File: src/rtl/frame_pkg.sv
// Shared frame geometry, pixel/address types and the copy engine state encoding.
package frame_pkg;

   localparam int FRAME_W      = 320;
   localparam int FRAME_H      = 240;
   localparam int FRAME_PIXELS = FRAME_W * FRAME_H;
   localparam int ADDR_W       = 17;
   localparam int PIX_W        = 8;

   typedef logic [PIX_W-1:0]  pix_t;
   typedef logic [ADDR_W-1:0] addr_t;

   typedef enum logic [1:0] {
      IDLE,
      RUN,
      DRAIN,
      DONE
   } copy_state_t;

endpackage

File: src/rtl/frame_copy_engine_rd_latency_pipe.sv
// RD_LAT-deep {valid, addr} shift register tracking reads in flight to the source RAM.
module rd_latency_pipe #(
   parameter int RD_LAT = 2,
   parameter int ADDR_W = frame_pkg::ADDR_W
) (
   input  logic              clock,
   input  logic              reset,
   input  logic              valid_i,
   input  logic [ADDR_W-1:0] addr_i,
   output logic              valid_o,
   output logic [ADDR_W-1:0] addr_o,
   output logic              busy_o
);

   logic [RD_LAT-1:0] valid_q;
   logic [ADDR_W-1:0] addr_q [RD_LAT];

   always_ff @(posedge clock) begin
      if (reset) begin
         valid_q <= '0;
         for (int i = 0; i < RD_LAT; i++) begin
            addr_q[i] <= '0;
         end
      end else begin
         valid_q[0] <= valid_i;
         addr_q[0]  <= addr_i;
         for (int i = 1; i < RD_LAT; i++) begin
            valid_q[i] <= valid_q[i-1];
            addr_q[i]  <= addr_q[i-1];
         end
      end
   end

   // The tail lines up with the source RAM returning data for that address.
   assign valid_o = valid_q[RD_LAT-1];
   assign addr_o  = addr_q[RD_LAT-1];
   assign busy_o  = |valid_q;

endmodule

File: src/rtl/frame_copy_engine.sv
// Pipelined source-to-display frame copy, one pixel per clock after the read latency.
// Optional FRAME_COPY_FILL_EN adds fill_mode/fill_color to paint a constant colour instead.
module frame_copy_engine #(
   parameter int ADDR_W = frame_pkg::ADDR_W,
   parameter int DATA_W = frame_pkg::PIX_W,
   parameter int PIXELS = frame_pkg::FRAME_PIXELS,
   parameter int RD_LAT = 2
) (
   input  logic              clock,
   input  logic              reset,
   input  logic              start,
   output logic              busy,
   output logic              done,
   output logic [ADDR_W-1:0] src_rd_addr,
   input  logic [DATA_W-1:0] src_rd_data,
   output logic [ADDR_W-1:0] dst_wr_addr,
   output logic [DATA_W-1:0] dst_wr_data,
   output logic              dst_wren
`ifdef FRAME_COPY_FILL_EN
   ,
   input  logic              fill_mode,
   input  logic [DATA_W-1:0] fill_color
`endif
);

   import frame_pkg::*;

   localparam logic [ADDR_W-1:0] LAST_ADDR = ADDR_W'(PIXELS - 1);

   copy_state_t       state_q, state_d;
   logic [ADDR_W-1:0] rd_addr_q, rd_addr_d;
   logic              pipe_valid_in;
   logic              tail_valid;
   logic [ADDR_W-1:0] tail_addr;
   logic              pipe_busy;
   logic              wren_q;
   logic [ADDR_W-1:0] wr_addr_q;
   logic [DATA_W-1:0] wr_data_q;
   logic [DATA_W-1:0] wr_data_src;

   always_ff @(posedge clock) begin
      if (reset) begin
         state_q   <= IDLE;
         rd_addr_q <= '0;
      end else begin
         state_q   <= state_d;
         rd_addr_q <= rd_addr_d;
      end
   end

   // Terminal detection is an equality compare, so the address never wraps mid-copy.
   always_comb begin
      state_d       = state_q;
      rd_addr_d     = rd_addr_q;
      pipe_valid_in = 1'b0;
      case (state_q)
         IDLE: begin
            if (start) begin
               state_d   = RUN;
               rd_addr_d = '0;
            end
         end
         RUN: begin
            pipe_valid_in = 1'b1;
            if (rd_addr_q == LAST_ADDR) begin
               state_d = DRAIN;
            end else begin
               rd_addr_d = rd_addr_q + 1'b1;
            end
         end
         DRAIN: begin
            if (!pipe_busy) begin
               state_d = DONE;
            end
         end
         DONE: begin
            state_d   = IDLE;
            rd_addr_d = '0;
         end
         default: begin
            state_d   = IDLE;
            rd_addr_d = '0;
         end
      endcase
   end

   rd_latency_pipe #(
      .RD_LAT (RD_LAT),
      .ADDR_W (ADDR_W)
   ) u_rd_latency_pipe (
      .clock   (clock),
      .reset   (reset),
      .valid_i (pipe_valid_in),
      .addr_i  (rd_addr_q),
      .valid_o (tail_valid),
      .addr_o  (tail_addr),
      .busy_o  (pipe_busy)
   );

`ifdef FRAME_COPY_FILL_EN
   logic              fill_mode_q;
   logic [DATA_W-1:0] fill_color_q;

   // Fill settings are frozen when a copy is accepted so mid-copy changes are ignored.
   always_ff @(posedge clock) begin
      if (reset) begin
         fill_mode_q  <= 1'b0;
         fill_color_q <= '0;
      end else if (state_q == IDLE && start) begin
         fill_mode_q  <= fill_mode;
         fill_color_q <= fill_color;
      end
   end

   assign wr_data_src = fill_mode_q ? fill_color_q : src_rd_data;
`else
   assign wr_data_src = src_rd_data;
`endif

   always_ff @(posedge clock) begin
      if (reset) begin
         wren_q    <= 1'b0;
         wr_addr_q <= '0;
         wr_data_q <= '0;
      end else begin
         wren_q <= tail_valid;
         if (tail_valid) begin
            wr_addr_q <= tail_addr;
            wr_data_q <= wr_data_src;
         end
      end
   end

   assign busy        = (state_q == RUN) || (state_q == DRAIN);
   assign done        = (state_q == DONE);
   assign src_rd_addr = rd_addr_q;
   assign dst_wr_addr = wr_addr_q;
   assign dst_wr_data = wr_data_q;
   assign dst_wren    = wren_q;

endmodule

File: config.mk
export PLATFORM = sky130hd
export DESIGN_NAME = frame_copy_engine
export DESIGN_NICKNAME = d
export VERILOG_FILES = /design/src/rtl/frame_pkg.sv /design/src/rtl/frame_copy_engine_rd_latency_pipe.sv /design/src/rtl/frame_copy_engine.sv
export SDC_FILE = /design/constraint.sdc
export NUM_CORES = 1
export LEC_CHECK = 0
export CORE_AREA = 2 2 80 90
export DETAILED_ROUTE_END_ITERATION = 7
export DIE_AREA = 0 0 82 92
export GPL_TIMING_DRIVEN = 0
export PLACE_DENSITY = 0.73
export SYNTH_ARGS = -nofsm -noshare
export SYNTH_HDL_FRONTEND = slang
export SYNTH_SLANG_ARGS = --single-unit
File: constraint.sdc
create_clock -name clock -period 2 [get_ports clock]
set_clock_uncertainty 0.15 [all_clocks]
set_input_delay 0.6 -clock clock [delete_from_list [all_inputs] [get_ports clock]]
set_output_delay 0.6 -clock clock [all_outputs]
set_load 0.02 [all_outputs]
==> impl_metrics.prom, run 1 <==
# TYPE chip_impl_metric gauge
chip_impl_metric{name="p_leak",unit="nW"} 1.76
chip_impl_metric{name="grt_first_pass_wirelength",unit="um"} 9770
chip_impl_metric{name="dp_worst_setup_slack",unit="ns"} -0.687
chip_impl_metric{name="power_density",unit="mW/mm^2"} 1070
chip_impl_metric{name="crit_fanout",unit=""} 4
chip_impl_metric{name="dr_wl_met2",unit="um"} 3020
chip_impl_metric{name="diodes",unit=""} 0
chip_impl_info{name="cp-start-kind",value="input pin"} 1
chip_impl_metric{name="synthCells",unit=""} 296
chip_impl_metric{name="worst_ep_required_time",unit="ns"} 2.13
chip_impl_metric{name="drc_errors",unit=""} 0
chip_impl_metric{name="worst_ir_drop_vdd",unit="mV"} 0.568
chip_impl_metric{name="max_cap_violations",unit=""} 0
chip_impl_metric{name="synthesis.area",unit="sq mm"} 0.00298
chip_impl_metric{name="grt.total_usage",unit="%"} 17.2
chip_impl_metric{name="worst_ep_arrival_time",unit="ns"} 2.10
chip_impl_metric{name="yosysUniqueCellTypes",unit=""} 41
chip_impl_info{name="setup_repair_after_global_routing_missed_its_margin",value="true"} 1
chip_impl_metric{name="postRouteWirelength",unit="um"} 6180
chip_impl_info{name="highest_layer",value="met4"} 1
chip_impl_metric{name="detail_route.wl_per_cell",unit="um"} 13.4
chip_impl_info{name="yosys-top-cells-area",value="sky130_fd_sc_hd__dfxtp_1 (54%), sky130_fd_sc_hd__mux2i_1 (9.1%), sky130_fd_sc_hd__nor2b_1 (6.7%), sky130_fd_sc_hd__nor2_1 (4.2%), sky130_fd_sc_hd__ha_1 (2.5%)"} 1
chip_impl_metric{name="finish.utilization",unit="%"} 59.6
chip_impl_metric{name="global_route.overflow_total",unit=""} 0
chip_impl_metric{name="synth_seq_cells",unit=""} 81
chip_impl_metric{name="yosysTopAreaCellShare",unit="%"} 54.4
chip_impl_metric{name="htree_num_levels",unit=""} 3
chip_impl_metric{name="finalHoldViolCount",unit=""} 0
chip_impl_info{name="worst_setup_path_end_kind",value="flop"} 1
chip_impl_metric{name="final_antenna_net_count",unit=""} 0
chip_impl_info{name="min_path_type",value="reg2reg"} 1
chip_impl_metric{name="tritoncts.num_buffers",unit=""} 9
chip_impl_metric{name="die_h",unit="um"} 92
chip_impl_metric{name="clk_path_buf_depth",unit=""} 2
chip_impl_metric{name="clkTransAtPathRegs",unit="ns"} 0.08
chip_impl_metric{name="drive_gt1_share",unit="%"} 16.0
chip_impl_metric{name="tritoncts_num_sinks",unit=""} 81
chip_impl_info{name="cts_tree",value="yes"} 1
chip_impl_metric{name="drt_first_pass_iters",unit=""} 4
chip_impl_metric{name="place.gp.congestion",unit=""} 0.846
chip_impl_info{name="clock-root-buffer",value="sky130_fd_sc_hd__clkbuf_8"} 1
chip_impl_metric{name="met1_length",unit="um"} 2740
chip_impl_metric{name="die-width",unit="um"} 82
chip_impl_metric{name="setup_total_negative_slack",unit="ns"} 0
chip_impl_info{name="startpoint_to_endpoint_class_of_the_critical_path",value="in2reg"} 1
chip_impl_metric{name="maxSlewHeadroom",unit="%"} 51.8
chip_impl_metric{name="design.die.area",unit="sq mm"} 0.00754
chip_impl_metric{name="final_critical_path_setup_slack",unit="ns"} 0.0338
chip_impl_metric{name="timing.final.crit_share",unit="%"} 98.3
chip_impl_metric{name="avgSynthCellArea",unit="sq um"} 10.1
chip_impl_info{name="mostFrequentLayoutCells",value="sky130_fd_sc_hd__dfxtp_1 (73), sky130_fd_sc_hd__dlygate4sd2_1 (43), sky130_fd_sc_hd__nor2_1 (33), sky130_fd_sc_hd__nor2b_1 (32), sky130_fd_sc_hd__mux2i_1 (27)"} 1
chip_impl_metric{name="detail_route.iter0.violations",unit=""} 84
chip_impl_metric{name="detail_route.vias_per_cell",unit=""} 5.03
chip_impl_metric{name="fmax",unit="GHz"} 0.509
chip_impl_metric{name="final_nets",unit=""} 388
chip_impl_metric{name="post_cts_hold_buffer_count",unit=""} 0
chip_impl_metric{name="antenna_found_initial",unit=""} 0
chip_impl_metric{name="ioPinCount",unit=""} 56
chip_impl_metric{name="synth-seq-area-share",unit="%"} 54.4
chip_impl_metric{name="post-route-min-period",unit="ns"} 1.97
chip_impl_metric{name="fillCellCount",unit=""} 583
chip_impl_metric{name="timing.final.setup_violations",unit=""} 0
chip_impl_info{name="synth_area_leader_cell",value="sky130_fd_sc_hd__dfxtp_1"} 1
chip_impl_metric{name="core_region_area",unit="sq mm"} 0.00673
chip_impl_metric{name="place.port_buffers",unit=""} 55
chip_impl_info{name="mostFrequentLayoutCell",value="sky130_fd_sc_hd__dfxtp_1"} 1
chip_impl_metric{name="dpl_wire_length",unit="um"} 4300
chip_impl_info{name="status",value="complete, no violations"} 1
chip_impl_metric{name="initial_core_util",unit="%"} 44.3
chip_impl_metric{name="relative_area_change_from_synthesis_to_final_layout",unit="%"} 34.4
chip_impl_metric{name="synth-warning-count",unit=""} 0
chip_impl_metric{name="grt_max_degree",unit=""} 15
chip_impl_metric{name="latest_clock_arrival_within_the_worst_skew_pair",unit="ns"} 0.34
chip_impl_metric{name="worstMarginPinSlew",unit="ns"} 0.722
chip_impl_metric{name="met3_length",unit="um"} 303
chip_impl_metric{name="report.final.slew_viol_count",unit=""} 0
chip_impl_metric{name="number_of_global_route_vias_before_repair",unit=""} 2071
chip_impl_metric{name="std_cell_rows",unit=""} 32
chip_impl_metric{name="total_via_count_in_the_routed_design",unit=""} 2316
chip_impl_metric{name="synthesis.nets",unit=""} 313
-- Yosys cell counts --
library cell                count
sky130_fd_sc_hd__nand3_2        1
sky130_fd_sc_hd__nand3_1        6
sky130_fd_sc_hd__nor4_4         1
sky130_fd_sc_hd__o2bb2ai_1      1
sky130_fd_sc_hd__nand4_2        1
sky130_fd_sc_hd__o21ai_0       11
sky130_fd_sc_hd__a21oi_1        4
sky130_fd_sc_hd__clkbuf_1       6
sky130_fd_sc_hd__buf_1          3
sky130_fd_sc_hd__mux2i_1       27
sky130_fd_sc_hd__inv_1          9
sky130_fd_sc_hd__a211o_1        2
sky130_fd_sc_hd__a31oi_1        2
sky130_fd_sc_hd__and4_1         2
sky130_fd_sc_hd__nor3b_1        1
sky130_fd_sc_hd__and3_1         1
sky130_fd_sc_hd__o211ai_1       1
sky130_fd_sc_hd__ha_1           6
sky130_fd_sc_hd__o21a_1         1
sky130_fd_sc_hd__a21o_1         7
sky130_fd_sc_hd__nand4_1        3
sky130_fd_sc_hd__nor4_1         5
sky130_fd_sc_hd__o41ai_1        1
sky130_fd_sc_hd__nor2_1        33
sky130_fd_sc_hd__nand2_1       17
sky130_fd_sc_hd__o31ai_1        1
sky130_fd_sc_hd__or3_1          2
sky130_fd_sc_hd__nor2b_1       32
sky130_fd_sc_hd__a21boi_0       3
sky130_fd_sc_hd__nand4bb_1      1
sky130_fd_sc_hd__dfxtp_1       81
sky130_fd_sc_hd__a211oi_1       2
sky130_fd_sc_hd__o32ai_1        2
sky130_fd_sc_hd__a32o_1         2
sky130_fd_sc_hd__nor3_1         4
sky130_fd_sc_hd__clkbuf_2       1
sky130_fd_sc_hd__nor3_2         1
sky130_fd_sc_hd__and2_1         2
sky130_fd_sc_hd__a31oi_2        1
sky130_fd_sc_hd__buf_2          6
sky130_fd_sc_hd__nand2b_1       3
-- critical path: stages --
cell and delay [ns]:
sky130_fd_sc_hd__clkdlybuf4s50_1 0.47, sky130_fd_sc_hd__nand2b_4 0.15, sky130_fd_sc_hd__nand2_2 0.08, sky130_fd_sc_hd__a211o_4 0.30
sky130_fd_sc_hd__or3_1 0.35, sky130_fd_sc_hd__o2bb2ai_1 0.14
-- cells by family (layout without fill, tap and decap cells) --
kind of cell / count (synthesis) / count (layout) / share of synthesized area [%]
AND/OR/NAND/NOR: 116 / 116 / 21.1
flip-flops: 81 / 81 / 54.4
AO/OA/AOI/OAI: 41 / 41 / 9.56
multiplexers: 27 / 27 / 9.06
buffers and inverters: 25 / 104 / 3.44
adder cells (fa/ha/maj): 6 / 6 / 2.52
-- sequential cells by signal, indices dropped and copies added, names as in the netlist --
name and count:
u_rd_latency_pipe.addr_q 34, dst_wr_addr 17, src_rd_addr 17, dst_wr_data 8, state_q 2, u_rd_latency_pipe.valid_q 2, dst_wren 1
-- stage by stage --
stage,total power [mW],hold WS (ns),instance area (sq um),cells
floorplan,2.43,0.264,3000,296
global placement,2.70,0.269,3650,436
detailed placement,2.72,0.270,3650,436
CTS,4.25,0.287,3930,454
global route,4.52,0.306,4010,460
finish,4.31,0.288,4010,460
-- layout make-up --
cell class                      instances  area (sq um)  share of cell area (%)
Tap cell                               85           106                    2.65
Inverter                                9          33.8                   0.843
Buffer                                 15          78.8                    1.97
Clock buffer                            9           124                    3.09
Timing Repair Buffer                   65           569                    14.2
Sequential cell                        81          1640                    40.8
Multi-Input combinational cell        190          1340                    33.5
Clock inverter                          6           115                    2.87
-- layer usage --
layer | GRT usage [%] | up-vias
met3 | 4.23 | 10
met4 | 9.17 | 0
met5 | 0 | -
met1 | 21.8 | 1085
met2 | 26.5 | 61
li1 | - | 1160
-- path summary, 6_finish.rpt --
path	from	slack, ns	cells after the start	to
worst max-delay path	start	0.03	6	src_rd_addr[16]
worst min-delay path	u_rd_latency_pipe.addr_q[0][6]	0.29	1	u_rd_latency_pipe.addr_q[1][6]
worst max register to register	src_rd_addr[0]	0.07	6	src_rd_addr[16]
worst min register to register	u_rd_latency_pipe.addr_q[0][6]	0.29	1	u_rd_latency_pipe.addr_q[1][6]
-- report_power, final --
group	switching (mW)	internal, mW
logic	0.665	0.506
clock network	0.584	0.831
registers	0.0436	1.68
total	1.29	3.01
-- repair_timing --
action | in CTS | in global routing
endpoints found under the setup margin | 99 | 27
resized for setup | 68 | 17
buffers inserted | 4 | 6
pin swaps | 2 | 1
No activity file was read; power rests on OpenSTA's default activity.
==> run 2: changes to the inputs <==
Settings changed: MAX_ROUTING_LAYER from default to met4.
==> impl_metrics.prom, run 2 (synthesized netlist as in run 1, its figures left out) <==
# TYPE chip_impl_metric gauge
chip_impl_metric{name="placement.cell_area",unit="sq mm"} 0.00365
chip_impl_metric{name="detail_route.vias_per_cell",unit=""} 5.07
chip_impl_metric{name="postRouteWirelength",unit="um"} 6250
chip_impl_metric{name="timing.final.setup_violations",unit=""} 0
chip_impl_info{name="critical_path.reg2reg.startpoint",value="src_rd_addr[0]"} 1
chip_impl_metric{name="design.die.area",unit="sq mm"} 0.00754
chip_impl_metric{name="finalHoldWorstSlack",unit="ns"} 0.287
chip_impl_metric{name="antenna_found_initial",unit=""} 0
chip_impl_metric{name="finalHoldViolCount",unit=""} 0
chip_impl_info{name="regToRegEndpoint",value="src_rd_addr[16]"} 1
chip_impl_info{name="hold_path_end",value="u_rd_latency_pipe.addr_q[1][6]"} 1
chip_impl_metric{name="total_via_count_in_the_routed_design",unit=""} 2330
chip_impl_info{name="cp-start-kind",value="input pin"} 1
chip_impl_info{name="worst_setup_path_end_kind",value="flop"} 1
chip_impl_info{name="status",value="complete, no violations"} 1
chip_impl_metric{name="place.detailed.instances",unit=""} 436
chip_impl_metric{name="global_route.overflow_total",unit=""} 0
chip_impl_metric{name="die-width",unit="um"} 82
chip_impl_info{name="setup_repair_after_global_routing_missed_its_margin",value="true"} 1
chip_impl_metric{name="final_antenna_net_count",unit=""} 0
chip_impl_metric{name="post-route-min-period",unit="ns"} 1.96
chip_impl_metric{name="fmax",unit="GHz"} 0.509
chip_impl_metric{name="latest_clock_arrival_within_the_worst_skew_pair",unit="ns"} 0.35
chip_impl_metric{name="die_h",unit="um"} 92
chip_impl_metric{name="final_nets",unit=""} 388
chip_impl_metric{name="timing.final.crit_share",unit="%"} 98.2
chip_impl_metric{name="detail_route.wl_per_cell",unit="um"} 13.6
chip_impl_metric{name="p_leak",unit="nW"} 1.77
chip_impl_metric{name="place.gp.congestion",unit=""} 0.859
chip_impl_metric{name="tritoncts.num_buffers",unit=""} 9
chip_impl_metric{name="design_area",unit="sq mm"} 0.00402
chip_impl_metric{name="finish.utilization",unit="%"} 59.8
chip_impl_metric{name="htree_num_levels",unit=""} 3
chip_impl_info{name="mostFrequentLayoutCells",value="sky130_fd_sc_hd__dfxtp_1 (71), sky130_fd_sc_hd__dlygate4sd2_1 (43), sky130_fd_sc_hd__nor2_1 (33), sky130_fd_sc_hd__nor2b_1 (32), sky130_fd_sc_hd__mux2i_1 (27)"} 1
chip_impl_metric{name="place.port_buffers",unit=""} 55
chip_impl_metric{name="worst_ep_required_time",unit="ns"} 2.14
chip_impl_info{name="hold_path.startpoint",value="u_rd_latency_pipe.addr_q[0][6]"} 1
chip_impl_metric{name="clk_path_buf_depth",unit=""} 2
chip_impl_metric{name="min_path_cells",unit=""} 1
chip_impl_metric{name="tritoncts_num_sinks",unit=""} 81
chip_impl_metric{name="ioPinCount",unit=""} 56
chip_impl_info{name="clock-root-buffer",value="sky130_fd_sc_hd__clkbuf_8"} 1
chip_impl_metric{name="report.final.slew_viol_count",unit=""} 0
chip_impl_info{name="min_path_type",value="reg2reg"} 1
chip_impl_metric{name="relative_area_change_from_synthesis_to_final_layout",unit="%"} 34.8
chip_impl_info{name="startpoint_to_endpoint_class_of_the_critical_path",value="in2reg"} 1
chip_impl_metric{name="max_cap_violations",unit=""} 0
chip_impl_metric{name="drc_errors",unit=""} 0
chip_impl_metric{name="diodes",unit=""} 0
chip_impl_metric{name="power_density",unit="mW/mm^2"} 1080
chip_impl_metric{name="worst_ep_arrival_time",unit="ns"} 2.10
chip_impl_metric{name="grt_max_degree",unit=""} 15
chip_impl_metric{name="number_of_global_route_vias_before_repair",unit=""} 2079
chip_impl_metric{name="layoutNonFillerInstCount",unit=""} 460
chip_impl_metric{name="worst_ir_drop_vdd",unit="mV"} 0.570
chip_impl_metric{name="dpl_wire_length",unit="um"} 4300
chip_impl_metric{name="worstMarginPinSlew",unit="ns"} 0.695
chip_impl_metric{name="worst_r2r_path_depth",unit=""} 6
chip_impl_metric{name="detail_route.iter0.violations",unit=""} 99
chip_impl_info{name="mostFrequentLayoutCell",value="sky130_fd_sc_hd__dfxtp_1"} 1
chip_impl_metric{name="core_region_area",unit="sq mm"} 0.00673
chip_impl_metric{name="grt.total_usage",unit="%"} 17.7
chip_impl_metric{name="grt_first_pass_wirelength",unit="um"} 9780
chip_impl_metric{name="std_cell_rows",unit=""} 32
chip_impl_metric{name="crit_fanout",unit=""} 4
chip_impl_metric{name="clkTransAtPathRegs",unit="ns"} 0.08
chip_impl_metric{name="maxSlewHeadroom",unit="%"} 53.7
chip_impl_info{name="cts_tree",value="yes"} 1
chip_impl_metric{name="drt_first_pass_iters",unit=""} 4
chip_impl_metric{name="largest_register_ffs",unit=""} 34
chip_impl_metric{name="drive_gt1_share",unit="%"} 16.8
chip_impl_metric{name="r2r_slack",unit="ns"} 0.07
chip_impl_metric{name="initial_core_util",unit="%"} 44.3
chip_impl_info{name="largest_register",value="u_rd_latency_pipe.addr_q"} 1
## run 2: cell counts in the layout (fill, tap and decap cells not counted)
Identical to the previous run, type by type.
## run 2: final cells by class
class / count / area (sq um)
fill: 579 / 2710
sequential: 81 / 1640
multi-input combinational: 190 / 1350
timing repair buffer: 65 / 569
clock buffer: 9 / 124
clock inverter: 6 / 115
tap: 85 / 106
buffer: 15 / 82.6
inverter: 9 / 33.8
## run 2: worst max-delay path, cell delays in order
cell and delay (ns):
sky130_fd_sc_hd__clkdlybuf4s50_1 0.47, sky130_fd_sc_hd__nand2b_4 0.15, sky130_fd_sc_hd__nand2_2 0.08, sky130_fd_sc_hd__a211o_4 0.30, sky130_fd_sc_hd__or3_1 0.35, sky130_fd_sc_hd__o2bb2ai_1 0.13
## run 2: how the worst max path moves through the flow
stage	from	slack, ns	endpoint	depth (start not counted)
6_report	start	0.04	src_rd_addr[16]	6
5_1_grt	state_q[1]	-0.01	src_rd_addr[3]	8
4_1_cts	state_q[0]	0.001	busy	3
3_5_place_dp	start	-0.69	src_rd_addr[10]	7
3_3_place_gp	start	-0.68	src_rd_addr[10]	7
2_1_floorplan	src_rd_addr[0]	0.008	src_rd_addr[16]	6
## run 2: per-layer routing
metal / global-route usage (%) / wire length, um
met1: 21.8 / 2770
met4: 8.75 / 91
met2: 26.6 / 3030
met3: 4.82 / 365
met5: - / 0
## run 2: through the flow
| step | setup slack [ns] | power [mW] | TNS (ns) |
|---|---|---|---|
| floorplan | 0.00829 | 2.43 | 0 |
| global placement | -0.681 | 2.70 | -26.56 |
| detailed placement | -0.687 | 2.72 | -27.51 |
| CTS | 0.00101 | 4.25 | 0 |
| global route | -0.0125 | 4.54 | -0.0223 |
| finish | 0.0364 | 4.33 | 0 |
## run 2: power breakdown
part | internal [mW] | switching (mW)
clock network | 0.831 | 0.591
logic | 0.516 | 0.672
registers | 1.68 | 0.0439
## run 2: what timing repair did
item,4_1_cts,5_1_grt
endpoints found under the hold margin,0,0
resized for setup,68,22
buffers inserted,4,6
hold buffers,0,0
cloned,0,0
pin swaps,2,1
setup endpoints to repair,99,25
